===== src/rtl/comparator_3bit.sv =====
// Registered magnitude comparator with optional two's-complement mode and
// saturating per-result event counters.
module comparator_3bit #(
    parameter int WIDTH = 3,
    parameter int CNT_W = 8
) (
    input  logic             clk,
    input  logic             rst_n,
    input  logic             in_valid,
    input  logic             signed_mode,
    input  logic [WIDTH-1:0] A,
    input  logic [WIDTH-1:0] B,
    input  logic             cnt_clr,
    output logic             A_eq_B,
    output logic             A_lt_B,
    output logic             A_gt_B,
    output logic             out_valid,
    output logic [CNT_W-1:0] eq_cnt,
    output logic [CNT_W-1:0] lt_cnt,
    output logic [CNT_W-1:0] gt_cnt
);

    localparam logic [CNT_W-1:0] CNT_MAX = {CNT_W{1'b1}};

    // One extra bit lets a single signed compare cover both modes: sign-extend
    // in signed mode, zero-extend in unsigned mode.
    logic signed [WIDTH:0] w_a_ext;
    logic signed [WIDTH:0] w_b_ext;
    logic                  w_eq;
    logic                  w_lt;
    logic                  w_gt;
    logic [2:0]            w_inc;

    assign w_a_ext = {signed_mode & A[WIDTH-1], A};
    assign w_b_ext = {signed_mode & B[WIDTH-1], B};
    assign w_eq    = (A == B);
    assign w_lt    = (w_a_ext < w_b_ext);
    assign w_gt    = ~w_eq & ~w_lt;
    assign w_inc   = {in_valid & w_gt, in_valid & w_lt, in_valid & w_eq};

    logic r_eq;
    logic r_lt;
    logic r_gt;
    logic r_valid;

    always_ff @(posedge clk or negedge rst_n) begin
        if (!rst_n) begin
            r_eq    <= 1'b0;
            r_lt    <= 1'b0;
            r_gt    <= 1'b0;
            r_valid <= 1'b0;
        end else begin
            r_valid <= in_valid;
            if (in_valid) begin
                r_eq <= w_eq;
                r_lt <= w_lt;
                r_gt <= w_gt;
            end
        end
    end

    // Index 0 = equal, 1 = less-than, 2 = greater-than.
    logic [CNT_W-1:0] r_cnt [3];

    generate
        for (genvar gi = 0; gi < 3; gi++) begin : g_cnt
            always_ff @(posedge clk or negedge rst_n) begin
                if (!rst_n) begin
                    r_cnt[gi] <= '0;
                end else if (cnt_clr) begin
                    r_cnt[gi] <= '0;
                end else if (w_inc[gi] && (r_cnt[gi] != CNT_MAX)) begin
                    r_cnt[gi] <= r_cnt[gi] + 1'b1;
                end
            end
        end
    endgenerate

    assign A_eq_B    = r_eq;
    assign A_lt_B    = r_lt;
    assign A_gt_B    = r_gt;
    assign out_valid = r_valid;
    assign eq_cnt    = r_cnt[0];
    assign lt_cnt    = r_cnt[1];
    assign gt_cnt    = r_cnt[2];

endmodule


===== config.mk =====
export PLATFORM = sky130hd
export DESIGN_NAME = comparator_3bit
export DESIGN_NICKNAME = d
export VERILOG_FILES = /design/src/rtl/comparator_3bit.sv
export SDC_FILE = /design/constraint.sdc
export NUM_CORES = 1
export LEC_CHECK = 0
export CORE_MARGIN = 2
export CORE_UTILIZATION = 49
export DETAILED_ROUTE_END_ITERATION = 8
export PLACE_DENSITY = 0.82
export RECOVER_POWER = 100
export SLEW_MARGIN = 20
export SYNTH_ARGS = -nofsm -noshare
export SYNTH_HDL_FRONTEND = slang
export SYNTH_SLANG_ARGS = --single-unit

===== constraint.sdc =====
create_clock -name clk -period 2.85 [get_ports clk]
set_clock_uncertainty 0.15 [all_clocks]
set_input_delay 0.4275 -clock clk [delete_from_list [all_inputs] [get_ports clk]]
set_output_delay 0.4275 -clock clk [all_outputs]
set_load 0.02 [all_outputs]

After elaboration in Yosys (flattened, before gate mapping)
Cells that the tools add are included.

word-level totals
  register bits = 28
  input bits = 11
  output and inout port bits = 28
  logic and storage cells = 35

cells by class
  add/sub/neg operators = 3
  order comparisons = 1
  equality and inequality tests = 4
  multiplexer cells = 6
  bitwise logic cells = 8
  reduce and logical (&&, ||, !) cells = 6

operator list
  operator                                                       count
  8-bit two-way mux                                              6
  8-bit by 1-bit adder with 8-bit output, second input constant  3
  8-bit != test, second input constant                           3
  1-bit AND                                                      6
  2-bit nonzero test                                             3
  4-bit < comparator                                             1
  3-bit equality test                                            1
  1-bit logical AND                                              3
  1-bit inverter                                                 2

Depth between registers and ports, before layout
  word-level depth = 8
  gate-level depth with buffers = 8

Worst setup path after synthesis
Ideal clock, no wire load.

  path kind = in2reg
  start point = in B[2]
  end point = reg r_cnt (netlist bit gt_cnt[4])
  arrival time = 1.967 ns
  data required time = 2.572 ns
  slack = 0.605 ns
  cell stages on the path = 7
  path through = inv_1 -> ha_1 -> and3b_1 -> a211oi_2 -> nor4_4 -> nor2b_1 -> mux2_1

between the ends
  longest elaborated chain between the ends = 7

RTL lines
  what                            RTL line  source
  start, declared                 12        input logic [WIDTH-1:0] B,
  1-bit AND                       35        assign w_b_ext = {signed_mode & B[WIDTH-1], B};
  4-bit < comparator              37        assign w_lt = (w_a_ext < w_b_ext);
  1-bit inverter                  38        assign w_gt = ~w_eq & ~w_lt;
  1-bit AND *                     38
  1-bit AND *                     39        assign w_inc = {in_valid & w_gt, in_valid & w_lt, in_valid & w_eq};
  1-bit logical AND *             72        end else if (w_inc[gi] && (r_cnt[gi] != CNT_MAX)) begin
  2-bit nonzero test (no line) *  -
  end signal, assigned by index   73        r_cnt[gi] <= r_cnt[gi] + 1'b1;
  end, declared                   63        logic [CNT_W-1:0] r_cnt [3];

Mark *: on every way between the ends. The rest lies on a longest branch, timed or not.
A chain may end at the register's enable or synchronous reset.

Final worst setup path
  start point = in B[2]
  end point = reg r_cnt (netlist bit gt_cnt[3])

Same word-level chain as after synthesis.

==> flow_metrics.tcl <==
set metrics [dict create \
    run_status "complete, but fails checks" \
    violations "max-capacitance violations" \
    final_max_slew_viol_count 0 \
    mostFrequentLayoutCell "dlygate4sd3_1" \
    cts_max_path_buffers 2 \
    drc 0 \
    drt-vias-per-instance 5.538 \
    htreeDepth 1 \
    cp-end-kind "register" \
    die-area_um2 3690 \
    rows 20 \
    antenna_cells 0 \
    fp.dieH_um 60.75 \
    root_buffer "clkbuf_4" \
    route.met3.wl_um 143 \
    overflow 0 \
    nets 221 \
    final_layout_size_suffix_gt1_share_pct 5.911 \
    synth_seq_cells 28 \
    dpl.hpwl_mm 2.473 \
    fmax_mhz 386.4 \
    ios 39 \
    cts.sinks 28 \
    synth_cell_types 43 \
    grt_max_degree 31 \
    maxCapViolCount 1 \
    design.core.area_um2 3053 \
    setup_viol 0 \
    setup_tns_ps 0 \
    die_w_um 60.75 \
    tightest_slew_ps 1500 \
    cts_resized 0 \
    hold_slack_ps 347.0 \
    path_cells "dlygate4sd3_1, inv_1, ha_1, and3b_1, a211oi_1, nor4_4, clkbuf_1, a21oi_1, a31o_2" \
    min_path_type "register to register" \
    path_max_fanout 8 \
    p_per_area_nw_per_um2 368.1 \
    wl_met2_mm 1.749 \
    post_drt_wl_per_cell_um 13.57 \
    ant_nets 0 \
    slew_headroom_pct 0.03158 \
    seq_area_um2 700.7 \
    io_buffers 38 \
    synth_ff_type "dfrtp_1" \
    tritoncts "built" \
    multi_input_area_um2 817.0 \
    insertion_delay_ps 340 \
    slowest_delay_ps 600 \
    critPathKind "input port to register" \
    syn_area_per_cell_um2 9.800 \
    top_layer_used "met4" \
    syn-cell-area_um2 1578 \
    wl_mm 3.351 \
    start_kind "input port" \
    final_cell_mix "dlygate4sd3_1 (32), dfrtp_1 (28), nor2_1 (17), a21oi_1 (11), inv_1 (9)" \
    drt_pre_antenna_iters 4 \
    cp_slowest_cell "dlygate4sd3_1" \
    p_leak_nw 0.9924 \
    ys.warnings.count 0 \
    nFillCells 282 \
    vias 1368 \
    wl_met1_mm 1.419 \
    fin_crit_ps 2588 \
    holdBufCountCts 0 \
    post_cts_buffers 0 \
    syn-instance-count 161 \
    worstPathArrival_ps 2690 \
    required_ps 2950 \
    syn_to_final_growth_pct 29.66 \
    synth-edff-count 0 \
    drt_iter0_markers 70 \
    grt_pass1_vias 1321 \
    syn_nets 178 \
    routabilityCongestion 0.7834 \
    async_flop_share_pct 100.0 \
    start_util_pct 51.68 \
    ys_seq_area_share_pct 44.41 \
    hold_viol 0 \
    period_share_pct 90.80 \
    grt_pass1_wl_mm 5.802 \
    rsz0062_at_grt "no" \
    path_clk_slew_ps 160 \
    track_usage_pct 20.81 \
    antenna_found_initial 0 \
    numCtsBuffers 3 \
    worst_ir_drop_vdd_v 0.0002913 \
]
## area by class of cell
class                   instances  area share (%)
inverters                       9           1.651
multi-input cells             119           39.94
well taps                      44           2.691
clock buffers                   4           1.774
flip-flops and latches         28           34.25
repair buffers                 43           19.69
## metrics by stage
step	worst slack, ps	instance area (µm²)	util [%]	power, mW	cells
6_report	262.2	2046	67.01	0.7531	247
5_1_grt	141.5	2046	67.01	0.7891	247
4_1_cts	420.5	2066	67.66	0.7728	247
3_5_place_dp	82.59	2029	66.48	0.5719	243
3_3_place_gp	147.9	2029	66.48	0.5672	243
2_1_floorplan	605.0	1578	-	0.5033	161
## cell usage after synthesis, types with 4 or more instances
cell type / n / area (µm²)
dfrtp_1: 28 / 700.7
inv_1: 9 / 33.78
nand4_1: 6 / 37.54
nor2b_1: 5 / 31.28
nand3_1: 6 / 30.03
a21oi_1: 11 / 55.05
mux2i_1: 4 / 40.04
ha_1: 6 / 75.07
a21o_1: 4 / 30.03
o21ai_0: 6 / 30.03
or3_1: 4 / 25.02
nand2_1: 8 / 30.03
nor2_1: 17 / 63.81
and3_1: 6 / 37.54
nand2b_1: 4 / 25.02
## worst max-delay path, delay by kind of cell
kind | cells | cell delay (ps)
adder cells (fa/ha/maj) | 1 | 340
AO/OA/AOI/OAI | 3 | 410
AND/OR/NAND/NOR | 2 | 500
buffers and inverters | 3 | 1000
## registers in the layout, summed over array words and instances, names as in the netlist
| register | cells |
|---|---|
| gt_cnt | 8 |
| A_gt_B | 1 |
| eq_cnt | 8 |
| A_eq_B | 1 |
| lt_cnt | 8 |
| out_valid | 1 |
| A_lt_B | 1 |
## logic make-up (layout without fill, tap and decap cells)
family,after synthesis,after routing,synth area share (%)
AOI/OAI and AO/OA,33,33,14.51
and+or+nand+nor,67,67,24.35
buffers and inverters,14,56,3.489
DFF,28,28,44.41
xor gates and xnor gates,6,6,3.807
adders and majority gates,6,6,4.758
muxes,7,7,4.679
## power by group
group          internal, mW  switching (mW)  total [mW]
registers             0.409         0.00944       0.419
clock network        0.0785           0.123       0.202
logic                0.0579          0.0746       0.133
total                 0.546           0.207       0.753
## final timing paths
| path | start | endpoint | cells after the start | slack (ps) |
|---|---|---|---|---|
| max | B[2] | gt_cnt[3] | 9 | 260 |
| min | A_eq_B | A_eq_B | 1 | 350 |
| min reg2reg | A_eq_B | A_eq_B | 1 | 350 |
| min in group asynchronous | rst_n | lt_cnt[0] | 2 | 800 |
| max in group asynchronous | rst_n | eq_cnt[4] | 2 | 880 |
| max reg2reg | lt_cnt[0] | lt_cnt[7] | 6 | 600 |
## layer usage
layer / vias to the layer above / global-route usage (%)
met1: 665 / 26.32
met4: 0 / 7.453
met2: 33 / 35.64
met5: - / 0
li1: 665 / -
met3: 5 / 3.838
No activity file was read; power rests on OpenSTA's default activity.
